File: config.mk
export PLATFORM = sky130hd
export DESIGN_NAME = beam_buf_sched
export DESIGN_NICKNAME = d
export VERILOG_FILES = /design/src/rtl/beam_buf_pkg.sv /design/src/rtl/beam_buf_dly.sv /design/src/rtl/beam_buf_sched.sv
export SDC_FILE = /design/constraint.sdc
export NUM_CORES = 1
export LEC_CHECK = 0
export CAP_MARGIN = 20
export CORE_MARGIN = 2
export CORE_UTILIZATION = 40
export DETAILED_ROUTE_END_ITERATION = 10
export GPL_ROUTABILITY_DRIVEN = 0
export PLACE_DENSITY = 0.67
export SLEW_MARGIN = 10
export SYNTH_ARGS = -nofsm -noshare
export SYNTH_HDL_FRONTEND = slang
export SYNTH_SLANG_ARGS = --single-unit
File: constraint.sdc
create_clock -name i_clk -period 3.2 [get_ports i_clk]
set_clock_uncertainty 0.05 [all_clocks]
set_input_delay 0.48 -clock i_clk [delete_from_list [all_inputs] [get_ports i_clk]]
set_output_delay 0.48 -clock i_clk [all_outputs]
set_load 0.05 [all_outputs]
File: src/rtl/beam_buf_pkg.sv
// Shared definitions for the beam buffer write/read scheduler.
// Holds the read FSM state encoding and the default geometry of the
// four-bank buffer so the top and the bench agree on one set of numbers.
package beam_buf_pkg;

  localparam int DEF_NUM_BANKS    = 4;
  localparam int DEF_BLK_LEN      = 64;
  localparam int DEF_READ_LATENCY = 3;

  typedef enum logic [0:0] {
    RD_IDLE = 1'b0,
    RD_RUN  = 1'b1
  } rd_state_t;

endpackage

File: src/rtl/beam_buf_dly.sv
// Fixed-depth synchronous delay line used to align read framing with the
// bank RAM read latency.
//   i_clk   : clock
//   i_reset : synchronous active-high reset, clears every stage
//   i_d     : WIDTH-bit input sampled every cycle
//   o_q     : i_d delayed by exactly DEPTH cycles
module beam_buf_dly
  import beam_buf_pkg::*;
#(
  parameter int WIDTH = 3,
  parameter int DEPTH = DEF_READ_LATENCY
) (
  input  logic             i_clk,
  input  logic             i_reset,
  input  logic [WIDTH-1:0] i_d,
  output logic [WIDTH-1:0] o_q
);

  logic [WIDTH-1:0] stage [DEPTH];

  // The line shifts every cycle regardless of downstream state, so a stall
  // upstream shows up as a hole in the delayed stream rather than a hold.
  always_ff @(posedge i_clk) begin
    if (i_reset) begin
      for (int i = 0; i < DEPTH; i++) stage[i] <= '0;
    end else begin
      stage[0] <= i_d;
      for (int i = 1; i < DEPTH; i++) stage[i] <= stage[i-1];
    end
  end

  assign o_q = stage[DEPTH-1];

endmodule

File: src/rtl/beam_buf_sched.sv
// Write/read scheduler for the banked, ping-ponged beam buffer.
// Incoming blocks are dealt round-robin across the banks; each bank holds two
// pages selected by the address MSB. When every bank of a page holds a block,
// one aligned sweep reads that page from all banks in parallel.
//   i_clk, i_reset          : clock, synchronous active-high reset
//   i_wr_vld, i_wr_last     : upstream word strobe and end-of-block marker
//   o_wr_wen, o_wr_addr     : registered one-hot bank enable and {page, index}
//   i_rd_ready              : downstream can take a read this cycle
//   o_rd_en, o_rd_addr      : read strobe to all banks and {rd_page, rd_cnt}
//   o_rd_dvld/sop/eop       : framing delayed by READ_LATENCY to meet bank data
//   o_page_full             : per-page full flags
//   o_err_len               : one-cycle pulse on a short or long block
//   o_overflow              : sticky, a word arrived while its page was full
//   o_dbg_rd_state          : current read FSM state
//
// Handshake: a read is issued in exactly those cycles where the FSM is in
// RD_RUN and i_rd_ready is high (o_rd_en = RD_RUN & i_rd_ready); the read
// address is stable while i_rd_ready is low. The write side has no back
// pressure: i_wr_vld words are taken unless the target page is full, in which
// case they are dropped and o_overflow records it.
module beam_buf_sched
  import beam_buf_pkg::*;
#(
  parameter int NUM_BANKS    = DEF_NUM_BANKS,
  parameter int BLK_LEN      = DEF_BLK_LEN,
  parameter int ADDR_WIDTH   = 7,
  parameter int READ_LATENCY = DEF_READ_LATENCY
) (
  input  logic                  i_clk,
  input  logic                  i_reset,
  input  logic                  i_wr_vld,
  input  logic                  i_wr_last,
  output logic [NUM_BANKS-1:0]  o_wr_wen,
  output logic [ADDR_WIDTH-1:0] o_wr_addr,
  input  logic                  i_rd_ready,
  output logic                  o_rd_en,
  output logic [ADDR_WIDTH-1:0] o_rd_addr,
  output logic                  o_rd_dvld,
  output logic                  o_rd_sop,
  output logic                  o_rd_eop,
  output logic [1:0]            o_page_full,
  output logic                  o_err_len,
  output logic                  o_overflow,
  output rd_state_t             o_dbg_rd_state
);

  localparam int CNT_W  = ADDR_WIDTH - 1;
  localparam int BANK_W = (NUM_BANKS > 1) ? $clog2(NUM_BANKS) : 1;
  localparam logic [CNT_W-1:0]  LAST_IDX  = CNT_W'(BLK_LEN - 1);
  localparam logic [BANK_W-1:0] LAST_BANK = BANK_W'(NUM_BANKS - 1);

  logic [CNT_W-1:0]  wr_cnt;
  logic [BANK_W-1:0] wr_bank;
  logic              wr_page;
  logic [1:0]        page_full;

  logic [CNT_W-1:0]  rd_cnt;
  logic              rd_page;
  rd_state_t         rd_state;
  rd_state_t         rd_state_nxt;

  logic wr_accept;
  logic wr_drop;
  logic wr_at_end;
  logic wr_blk_end;
  logic wr_page_done;
  logic rd_issue;
  logic rd_done;

  // ---------------------------------------------------------------- write side
  assign wr_accept    = i_wr_vld && !page_full[wr_page];
  assign wr_drop      = i_wr_vld &&  page_full[wr_page];
  assign wr_at_end    = (wr_cnt == LAST_IDX);
  // A block ends on an explicit last or when the index runs out; the latter
  // makes an over-long block spill into the next bank.
  assign wr_blk_end   = wr_accept && (i_wr_last || wr_at_end);
  assign wr_page_done = wr_blk_end && (wr_bank == LAST_BANK);

  always_ff @(posedge i_clk) begin
    if (i_reset) begin
      wr_cnt     <= '0;
      wr_bank    <= '0;
      wr_page    <= 1'b0;
      o_wr_wen   <= '0;
      o_wr_addr  <= '0;
      o_err_len  <= 1'b0;
      o_overflow <= 1'b0;
    end else begin
      o_wr_wen  <= wr_accept ? (NUM_BANKS'(1) << wr_bank) : '0;
      // Short block: last before the final index. Long block: final index
      // without last. Both reduce to last disagreeing with the index.
      o_err_len <= wr_accept && (i_wr_last != wr_at_end);
      if (wr_drop) o_overflow <= 1'b1;
      if (wr_accept) begin
        o_wr_addr <= {wr_page, wr_cnt};
        if (wr_blk_end) begin
          wr_cnt <= '0;
          if (wr_bank == LAST_BANK) begin
            wr_bank <= '0;
            wr_page <= ~wr_page;
          end else begin
            wr_bank <= wr_bank + 1'b1;
          end
        end else begin
          wr_cnt <= wr_cnt + 1'b1;
        end
      end
    end
  end

  // Fill and drain always target different pages (a full page takes no
  // writes), so both updates may land in the same cycle.
  always_ff @(posedge i_clk) begin
    if (i_reset) begin
      page_full <= 2'b00;
    end else begin
      if (wr_page_done) page_full[wr_page] <= 1'b1;
      if (rd_done)      page_full[rd_page] <= 1'b0;
    end
  end

  // ----------------------------------------------------------------- read side
  assign rd_issue = (rd_state == RD_RUN) && i_rd_ready;
  assign rd_done  = rd_issue && (rd_cnt == LAST_IDX);

  // The full flag is registered, so RD_RUN starts two cycles after the
  // page-completing word: one cycle after its last bank write is visible.
  always_comb begin
    rd_state_nxt = rd_state;
    case (rd_state)
      RD_IDLE: if (page_full[rd_page]) rd_state_nxt = RD_RUN;
      RD_RUN:  if (rd_done)            rd_state_nxt = RD_IDLE;
      default: rd_state_nxt = RD_IDLE;
    endcase
  end

  always_ff @(posedge i_clk) begin
    if (i_reset) begin
      rd_state <= RD_IDLE;
      rd_cnt   <= '0;
      rd_page  <= 1'b0;
    end else begin
      rd_state <= rd_state_nxt;
      if (rd_issue) begin
        if (rd_done) begin
          rd_cnt  <= '0;
          rd_page <= ~rd_page;
        end else begin
          rd_cnt  <= rd_cnt + 1'b1;
        end
      end
    end
  end

  assign o_rd_en        = rd_issue;
  assign o_rd_addr      = {rd_page, rd_cnt};
  assign o_page_full    = page_full;
  assign o_dbg_rd_state = rd_state;

  beam_buf_dly #(
    .WIDTH (3),
    .DEPTH (READ_LATENCY)
  ) u_dly (
    .i_clk   (i_clk),
    .i_reset (i_reset),
    .i_d     ({rd_issue, rd_issue && (rd_cnt == '0), rd_done}),
    .o_q     ({o_rd_dvld, o_rd_sop, o_rd_eop})
  );

endmodule

# == Word level (Yosys, flattened, before mapping) ==
# Memory sizes are Yosys's and may differ from the RTL's.
# Cells that the tools add are included.
# word_totals
regBits,32
latch_bits,0
mem_bits_rw,9
rom_bits,0
inputBits,5
output_inout_bits,27
wordCells,74
mem_count,1
# classes
addsub,3
mul,0
div,0
order_cmp,4
n_eq_ne,4
shifts,1
n_mux,23
bitwise,10
n_reduce_logical,17
# memory_table
name,words,width,rd,rd_clocked_by_memory_dff,wr,line_no,source
u_dly.stage,3,3,3,0,3,beam_buf_dly.sv:19,logic [WIDTH-1:0] stage [DEPTH];
# ops
operator,n
6-bit by 1-bit adder with 6-bit output (second input constant),2
6-bit equality test (second input constant),2
6-bit 2-to-1 mux,2
1-bit 2-to-1 mux,11
1-bit logical AND,10
3-bit 2-to-1 mux,3
2-bit 2-to-1 mux,4
6-bit logical NOT,1
1-bit by 2-bit less-than comparator with 1-bit output (second input constant),2
1-bit inverter,4
2-bit AND reduction,2
1-bit by 2-bit left shift with 4-bit output (first input constant),1
1-bit OR,3
3-bit AND reduction,1
2-bit by 1-bit adder with 2-bit output (second input constant),1
2-bit bitwise AND,1
1-bit demux with 1-bit select,2
2-bit equality test (second input constant),1
1-bit greater-or-equal comparator (second input constant),2
2-bit inverter,1
2-bit OR,1
1-bit case mux with 2 select lines,1
2-bit OR reduction,1
1-bit logical NOT,1
2 further kinds,2

# == Depth between registers and ports, before layout ==
# logic_depth
word_depth,10
depth_mapped,7
ltp_nobuf,7

# == Modules after synthesis ==
# From an unflattened synthesis, not the netlist that was laid out.
# hier_totals
hier_cells,185
area_unflattened_um2,1682.9
# by_module_without_submodules
mod,instances,cells_each,area_each_um2,seq_area_each_um2
beam_buf_sched,1,164,1423.9,640.6
beam_buf_dly,1,21,259.0,180.2

# == Least setup slack after synthesis ==
# Ideal clock, no wire load.
# synth_path
kind,reg2reg
from,reg rd_cnt[0]
to,reg rd_page
setup_ps,121
arrival_ps,1698
required_time_ps,3029
path_slack_ps,1332
stages_incl_launch_ff,5
path_buffers,0
synth_period_minus_slack_ps,1868
path_cell_list,dfxtp_1 -> ha_1 -> nand2_1 -> nor3_2 -> mux2_2
# synth_via
elab_chain_len,3
# synth_rtl
element,line_no,source
"start, declared",beam_buf_sched.sv:57,logic [CNT_W-1:0] rd_cnt;
"start signal, assigned",beam_buf_sched.sv:149,rd_cnt <= rd_cnt + 1'b1;
6-bit equality test,beam_buf_sched.sv:124,assign rd_done = rd_issue && (rd_cnt == LAST_IDX);
1-bit logical AND,beam_buf_sched.sv:124,
2-bit AND reduction (no line),--,
"end signal, assigned",beam_buf_sched.sv:147,rd_page <= ~rd_page;
"end, declared",beam_buf_sched.sv:58,logic rd_page;
# Every way passes these cells.
# A chain may end at the register's enable or synchronous reset.

# == Worst setup path after layout ==
# layout_path
from,in i_rd_ready
to,out o_rd_en
# layout_via
elab_chain_len,1
# layout_rtl
element,line_no,source
"start, declared",beam_buf_sched.sv:35,"input logic i_rd_ready,"
1-bit logical AND,beam_buf_sched.sv:123,assign rd_issue = (rd_state == RD_RUN) && i_rd_ready;
"end, declared",beam_buf_sched.sv:36,"output logic o_rd_en,"
# Every way passes these cells.

==> run metrics <==
status=finished, final reports clean; Net Switching=217.9 uW; Crit-path slowest cell=clkdlybuf4s50_1; antenna viol nets, final=0; Leak=0.6972 nW; CTS Buf Count=5; delay-heaviest family, CP=buffers and inverters; Logic pwr share=5.2%; Fin Setup TNS=0 ns; Max Cap Viol=0; Worst setup SP type=input pin; largest area contributor in the netlist=dfxtp_1; RR Startpoint=wr_cnt[0]$_SDFFE_PP0P_; cell-internal power=688.3 uW; dpl cell area=1982 um^2; Worst path depth=4; Fill cells=382; die height=68.23 um; Worst Hold Path Cells=1; CP arrival=2.10 ns; most common cell in the netlist=dfxtp_1; Clk pwr share=37.7%; CTS Hold Bufs=0; post-cts sizing count=0; most frequent CP cell=clkdlybuf4s50_1; Yosys cell types=35; Avg Inst Size Synth=9.220 um^2; chip width=68.23 um; sequential element share of the synthesized area=49.73%; crit-path cells=clkdlybuf4s50_1 -> nand2_1 -> inv_1 -> clkdlybuf4s50_1; worst skew pair latency=0.29 ns; Synth top cells by count=dfxtp_1, a21oi_1, o21ai_0; post-route DRC violation count=0; Tmin final=2.633 ns; WHS=0.3884 ns; core area=3971 um^2; HP Class=reg2reg; hpwl dp=2214 um; Overflow after GRT=0; Post-synth EDFFs=0; worst hold endpoint=u_dly.stage[0][4]$_SDFF_PP0_; RSZ-0062 raised after global routing=false; Max VDD drop=0.2515 mV; YS warnings=0; cells after synthesis=179; Rows=23; Area Growth Syn to Fin=25.78%; r2r setup slk=1.11 ns; Worst R2R Path Depth=7; placed insts=251; Setup Fix Bufs, Post-CTS=0; First DRT Iteration DRCs=66; net count after synthesis=189; reg-to-reg critical path endpoint=wr_page$_SDFFE_PP0P_; synthesized flop and latch total=41; final net count=218; PortBufs=31; crit-path max FO=5; vias post-DR=1372; vias in the first global route=1157; crit end category=output port; Finished Cell Area=2076 um^2; initial antenna violation count=0; vias per std cell=5.297; clock sink count=41; Async SR Flop Fraction=0%; switching fraction of total power=24.05%; Synth area leaders=dfxtp_1, a21oi_1, o21ai_0; period utilization=82.28%; Mapped Area=1650 um^2; Die Area=4655 um^2; Slew HR=38.66%; Seq pwr share=57.2%; Pwr per Cell Area=436.6 nW/um^2; clk root buf=clkbuf_8; top cell type's share of synthesized area=49.73%; Starting Density=41.56%; crit path launch=i_rd_ready; largest net degree at the start of global routing=30; Final Max Slew Viols=0; Diodes inserted=0; CP Data Required Time=2.67 ns; I/O Pins=32; H-tree depth=2; clock-pin slew on the worst setup and hold paths=0.08 ns; hold_sp=u_dly.stage[0][1]$_SDFF_PP0_; CP max stage delay=0.82 ns; crit path buf inv count=3; measured slew at the worst slew-check pin=0.8945 ns; share of cells above drive strength 1=6.699%; WL/cell=12.37 um; maximum clock rate=379.8 MHz; final setup violation count=0; final std cells w/o fill=259; DR pass1 iterations=4; first-pass GRT wire length=5292 um; Clock Path Buffers=2; GRT Overall Usage=15.29%; type of the worst setup path=in2out; Routed Wire Length=3205 um; final hold vios=0; TritonCTS clock tree=built; Main synth FF type=dfxtp_1
==> through the flow <==
| step | utilization [%] | worst slack, ns | total power, mW |
|---|---|---|---|
| 4_1_cts | 52.27 | 0.5828 | 0.9203 |
| 5_1_grt | 52.27 | 0.5033 | 0.9457 |
| 2_1_floorplan | - | 1.332 | 0.5601 |
| 3_5_place_dp | 49.91 | 0.5862 | 0.5771 |
| 6_report | 52.27 | 0.5669 | 0.9062 |
| 3_3_place_gp | 49.91 | 0.6432 | 0.5757 |
==> layer usage <==
metal | share of wire, % | up-vias | track usage, %
li1 | - | 704 | -
met1 | 49 | 623 | 21.76
met2 | 44 | 41 | 21.48
met3 | 5.0 | 4 | 5.099
met4 | 1.5 | 0 | 5.250
met5 | 0 | - | 0
==> registers in the layout, indices dropped and copies added, names as in the netlist <==
name            count
rd_cnt              6
rd_page             1
o_err_len           1
wr_bank             2
o_wr_wen            4
o_wr_addr           7
u_dly.stage         9
wr_page             1
wr_cnt              6
o_page_full         2
o_dbg_rd_state      1
o_overflow          1
==> layout by cell type (no fill, tap or decap) <==
cell,n
a21oi_1,19
clkinvlp_4,1
o21ai_0,17
nand2b_1,1
nor4bb_1,1
a31oi_1,1
a211oi_1,3
inv_1,9
nand3b_1,2
o32ai_1,1
buf_4,1
mux2i_1,1
nand4b_1,2
nor3b_1,1
inv_6,1
nor2_1,7
nor4_1,3
nand4_1,4
mux2_2,2
clkbuf_8,5
mux2_4,1
ha_1,5
nor3_1,1
or4_1,4
or2_2,1
or3_1,5
nor4b_1,2
clkinv_4,1
a21o_1,1
a221oi_1,1
o31ai_1,3
nor2b_1,10
nand3_1,12
dfxtp_1,41
clkdlybuf4s50_1,31
xor2_1,1
nor3_2,1
nand2_1,6
==> worst max path at each step <==
stage                                 endpoint  slack (ns)
after floorplan           rd_page$_SDFFE_PP0P_        1.33
after global placement                 o_rd_en        0.64
after detailed placement               o_rd_en        0.59
after CTS                              o_rd_en        0.58
after global routing                   o_rd_en        0.50
final                                  o_rd_en        0.57
==> kinds of logic (layout without fill, tap and decap cells) <==
family / count (synthesis) / count (layout) / synth area share (%)
simple gates: 63 / 63 / 22.52
fa+ha+maj: 5 / 5 / 3.791
flops: 41 / 41 / 49.73
mux: 4 / 4 / 2.881
buf+inv: 19 / 49 / 5.004
xor+xnor: 1 / 1 / 0.5308
compound gates: 46 / 46 / 15.54
==> worst reg2reg max path: stages (launching register included) <==
cell	delay (ns)
dfxtp_1	0.40
ha_1	0.21
nand3_1	0.08
or2_2	0.28
ha_1	0.24
nor2b_1	0.30
nand3_1	0.13
mux2_2	0.30
==> power by group through the flow <==
stage                     Combinational (mW)  Sequential (mW)  Clock [mW]
after floorplan                       0.0220            0.538           0
final                                 0.0468            0.518       0.341
after global placement                0.0457            0.530           0
after global routing                  0.0513            0.519       0.375
after detailed placement              0.0468            0.530           0
after CTS                             0.0470            0.518       0.355
==> cell type report <==
| cell class | instances | area [um^2] | share of cell area [%] |
|---|---|---|---|
| Multi-Input combinational cell | 119 | 747.0 | 35.99 |
| Clock buffer | 5 | 68.82 | 3.315 |
| Inverter | 9 | 33.78 | 1.627 |
| Sequential cell | 41 | 820.8 | 39.54 |
| Timing Repair Buffer | 32 | 317.8 | 15.31 |
| Clock inverter | 3 | 25.02 | 1.206 |
| Tap cell | 50 | 62.56 | 3.014 |
No activity file was read; power rests on OpenSTA's default activity.
